[src/rtl/deser_pkg.sv]
// Shared widths and index helpers for the 8-bit serial-to-parallel deserializer.
package deser_pkg;
    localparam int DATA_W = 8;
    localparam int IDX_W  = 3;

    localparam logic [IDX_W-1:0] LAST_IDX = 3'(DATA_W - 1);

    typedef logic [DATA_W-1:0] byte_t;

    // Maps the arrival index of a bit to its position in the assembled byte.
    function automatic logic [IDX_W-1:0] bit_pos(input logic [IDX_W-1:0] idx,
                                                 input logic             msb_first);
        return msb_first ? (LAST_IDX - idx) : idx;
    endfunction
endpackage

[src/rtl/bit_demux_1to8.sv]
// One-hot write enable for a single bit of the assembly register; all zeros when idle.
module bit_demux_1to8
    import deser_pkg::*;
(
    input  logic [IDX_W-1:0]  idx_i,
    input  logic              en_i,
    output logic [DATA_W-1:0] we_o
);

    always_comb begin
        we_o = '0;
        if (en_i) begin
            we_o[idx_i] = 1'b1;
        end
    end

endmodule

[src/rtl/deserializer_8.sv]
// Collects 8 serial bits into a byte with a single-entry output register and
// back-pressure that stalls only the byte-completing bit.
module deserializer_8
    import deser_pkg::*;
#(
    parameter bit MSB_FIRST = 1'b0
)
(
    input  logic              clk,
    input  logic              rst,
    input  logic              s_data,
    input  logic              s_valid,
    output logic              s_ready,
    output logic [DATA_W-1:0] d,
    output logic              d_valid,
    input  logic              d_ready,
    output logic [IDX_W-1:0]  sel
);

    logic [IDX_W-1:0] sel_q, sel_d;
    byte_t            asm_q, asm_d;
    byte_t            d_q, d_d;
    logic             dv_q, dv_d;

    logic             xfer;
    logic             complete;
    logic [IDX_W-1:0] wr_pos;
    byte_t            we;

    // The last bit may only land once the output register has room for the byte.
    assign s_ready  = !((sel_q == LAST_IDX) && dv_q && !d_ready);
    assign xfer     = s_valid && s_ready;
    assign complete = xfer && (sel_q == LAST_IDX);
    assign wr_pos   = bit_pos(sel_q, MSB_FIRST);

    bit_demux_1to8 u_demux (
        .idx_i (wr_pos),
        .en_i  (xfer),
        .we_o  (we)
    );

    always_comb begin
        sel_d = xfer ? (sel_q + 1'b1) : sel_q;
        asm_d = (asm_q & ~we) | (we & {DATA_W{s_data}});
        d_d   = complete ? asm_d : d_q;
        dv_d  = dv_q;
        if (dv_q && d_ready) begin
            dv_d = 1'b0;
        end
        if (complete) begin
            dv_d = 1'b1;
        end
    end

    always_ff @(posedge clk or posedge rst) begin
        if (rst) begin
            sel_q <= '0;
            asm_q <= '0;
            d_q   <= '0;
            dv_q  <= 1'b0;
        end else begin
            sel_q <= sel_d;
            asm_q <= asm_d;
            d_q   <= d_d;
            dv_q  <= dv_d;
        end
    end

    assign d       = d_q;
    assign d_valid = dv_q;
    assign sel     = sel_q;

endmodule

[config.mk]
export PLATFORM = sky130hd
export DESIGN_NAME = deserializer_8
export DESIGN_NICKNAME = d
export VERILOG_FILES = /design/src/rtl/deser_pkg.sv /design/src/rtl/bit_demux_1to8.sv /design/src/rtl/deserializer_8.sv
export SDC_FILE = /design/constraint.sdc
export NUM_CORES = 1
export LEC_CHECK = 0
export BUFFER_PORTS_ARGS = -buffer_cell sky130_fd_sc_hd__buf_2
export CORE_MARGIN = 5
export CORE_UTILIZATION = 52
export CTS_CLUSTER_DIAMETER = 80
export DETAILED_ROUTE_END_ITERATION = 8
export PLACE_DENSITY = 0.82
export SLEW_MARGIN = 25
export SYNTH_ARGS = -nofsm -noshare
export SYNTH_HDL_FRONTEND = slang
export SYNTH_SLANG_ARGS = --single-unit
[constraint.sdc]
create_clock -name clk -period 2.5 [get_ports clk]
set_input_delay 0.5 -clock clk [delete_from_list [all_inputs] [get_ports clk]]
set_output_delay 0.5 -clock clk [all_outputs]
set_load 0.01 [all_outputs]
==> flow_metrics.py <==
metrics = {
    "timing": {
        "rsz0062_at_grt": "no",
        "fin_crit_sh_pct": 84.8,
        "finalSetupTns_ps": 0,
        "slew_headroom_pct": 50.8,
        "finalHoldViolations": 0,
        "tightest_slew_ps": 737,
        "fin_crit_ps": 2120,
        "setup_viol": 0,
        "timing.fmax_mhz": 472,
        "finClkSkew_ps": 6.38,
        "drv_slew": 0,
        "setup_slack_ps": 381,
    },
    "cells_and_area": {
        "fillCellCount": 134,
        "final_cells": 100,
        "layout.cells.most_common": "dfrtp_1",
        "antenna_cells": 0,
        "fin_nets": 91,
        "area.growth.synth_to_final_pct": 17.9,
        "drive_above_1_share_pct": 51.8,
        "final_cell_mix": "20 x dfrtp_1, 17 x buf_2, 9 x mux2_2, 9 x mux2_4",
    },
    "worst_setup_path": {
        "timing.critical_path.max_delay_family": "flip-flops",
        "critPathMaxFanout": 9,
        "slowest_stage": "dfrtp_1",
        "crit_chain": "ha_1, ha_1, and3b_4, inv_4, buf_2",
        "critPathKind": "reg -> out",
        "start_kind": "flop",
        "required_ps": 2000,
        "path_common_cell": "ha_1",
        "endpoint_kind": "primary output",
        "cp_data_arrival_time_ps": 1620,
        "max_stage_delay_ps": 480,
        "cp_num_buf_inv": 2,
    },
    "floorplan": {
        "core_um2": 1690,
        "ios": 18,
        "start_util_pct": 53.3,
        "die_x_um": 51.6,
        "fp-row-count": 15,
        "die_area_um2": 2660,
        "fp.dieH_um": 51.6,
    },
    "grt": {
        "grt_usage_pct": 12.9,
        "gr-total-overflow": 0,
        "grt_pass1_vias": 548,
        "grt_pass1_wl_mm": 2.51,
        "grt_antenna_before_repair": 0,
        "grt_start_max_net_pins": 21,
    },
    "power_and_ir_drop": {
        "power_mw": 1.36,
        "leakage_nw": 0.519,
        "ir_worst_vdd_v": 0.000690,
        "power_density_nw_per_um2": 1280,
    },
    "logic_synthesis": {
        "synth_cell_types": 19,
        "syn_nets": 69,
        "synthesis.area_um2": 900,
        "ys_ff_latch": 20,
        "avgSynthCellArea_um2": 14.5,
        "synth_seq_area_share_pct": 55.6,
        "syn_inst": 62,
        "yosys_warnings": 0,
    },
    "clock_tree": {
        "cts_setup_buffers": 0,
        "cts_buffer_depth": 2,
        "cts_tree": "yes",
        "cts.htree.levels": 1,
        "clkSinkCount": 20,
        "cts_resized": 0,
        "clk_latency_ps": 300,
        "root_buffer": "clkbuf_4",
        "cts_hold_buf": 0,
        "path_clk_slew_ps": 110,
        "numCtsBuffers": 3,
    },
    "run": {
        "maxCapViolCount": 0,
    },
    "drt": {
        "detail_route.first_pass.iterations": 2,
        "wl_per_cell_um": 15.1,
        "ant_nets": 0,
        "vias_per_cell": 5.46,
        "drt_iter0_markers": 15,
        "highest_layer": "met4",
        "wl_met1_um": 711,
        "routed_wl_mm": 1.51,
        "drc_errors": 0,
        "met3_length_um": 85,
        "dr_wl_met2_um": 708,
        "vias": 546,
    },
    "placed_design": {
        "pre_cts_ws_ps": 408,
        "place_congestion": 0.734,
        "port_buffers": 17,
        "dp.cells": 96,
        "hpwl_mm": 1.14,
    },
    "status": {
        "status": "finished, final reports clean",
    },
    "min_path": {
        "hold_path_class": "in -> async",
    },
}
per-stage QoR:
step                      instance area, um^2  util (%)  hold WS, ps
final                                    1060      62.8          299
after global routing                     1060      62.8          347
after CTS                                1060      62.8          312
after floorplan                           900         -          464
after detailed placement                 1010      59.7          481
after global placement                   1010      59.7          477
registers in the layout, indices dropped and copies added, names as in the netlist:
name     flops
asm_q        8
d            8
d_valid      1
sel          3
metal layers:
metal | vias up | global-route usage [%]
met3 | 2 | 4.87
li1 | 267 | -
met5 | - | 0
met2 | 14 | 19.7
met1 | 263 | 17.0
met4 | 0 | 3.93
Yosys cell counts:
cell | n | area, um^2
nand4_1 | 2 | 12.5
nand2b_1 | 1 | 6.26
nor3b_1 | 1 | 7.51
nor2_1 | 2 | 7.51
dfrtp_1 | 20 | 500
and3b_4 | 1 | 12.5
inv_4 | 1 | 6.26
mux2_2 | 9 | 101
nand3_1 | 2 | 10.0
xnor2_1 | 1 | 8.76
nand2_1 | 3 | 11.3
nor3_1 | 1 | 5.00
nor2b_1 | 1 | 6.26
nand4b_1 | 3 | 26.3
mux2_4 | 9 | 135
buf_2 | 1 | 5.00
inv_1 | 1 | 3.75
ha_1 | 2 | 25.0
and2b_2 | 1 | 8.76
area by class of cell:
class	instances	area, um^2	share of cell area, %
Clock buffer	3	22.5	2.12
Timing Repair Buffer	18	92.6	8.73
Multi-Input combinational cell	39	384	36.2
Tap cell	17	21.3	2.00
Sequential cell	20	500	47.2
Inverter	2	10.0	0.943
Clock inverter	1	30.0	2.83
cell families after synthesis:
family                     synth area share (%)
xor gates and xnor gates                  0.974
adders and majority gates                  2.78
buffers and inverters                      1.67
DFF                                        55.6
muxes                                      26.3
and+or+nand+nor                            12.7
power breakdown:
group          total, mW  switching [mW]  leakage, nW  internal (mW)
clock network      0.261          0.0985       0.0279          0.162
registers          0.587           0.106        0.243          0.481
logic              0.511           0.207        0.248          0.304
worst paths after layout:
kind	startpoint	endpoint	cells past startpoint	slack, ps
worst max-delay path	sel[0]	s_ready	5	380
worst min-delay path	rst	asm_q[0]	2	300
worst max register to register	sel[0]	d[7]	6	410
worst min register to register	asm_q[0]	asm_q[0]	1	510
max in group asynchronous	rst	sel[0]	2	1730
min in group clk	d_ready	d_valid	3	470
(Power assumes the default switching activity.)
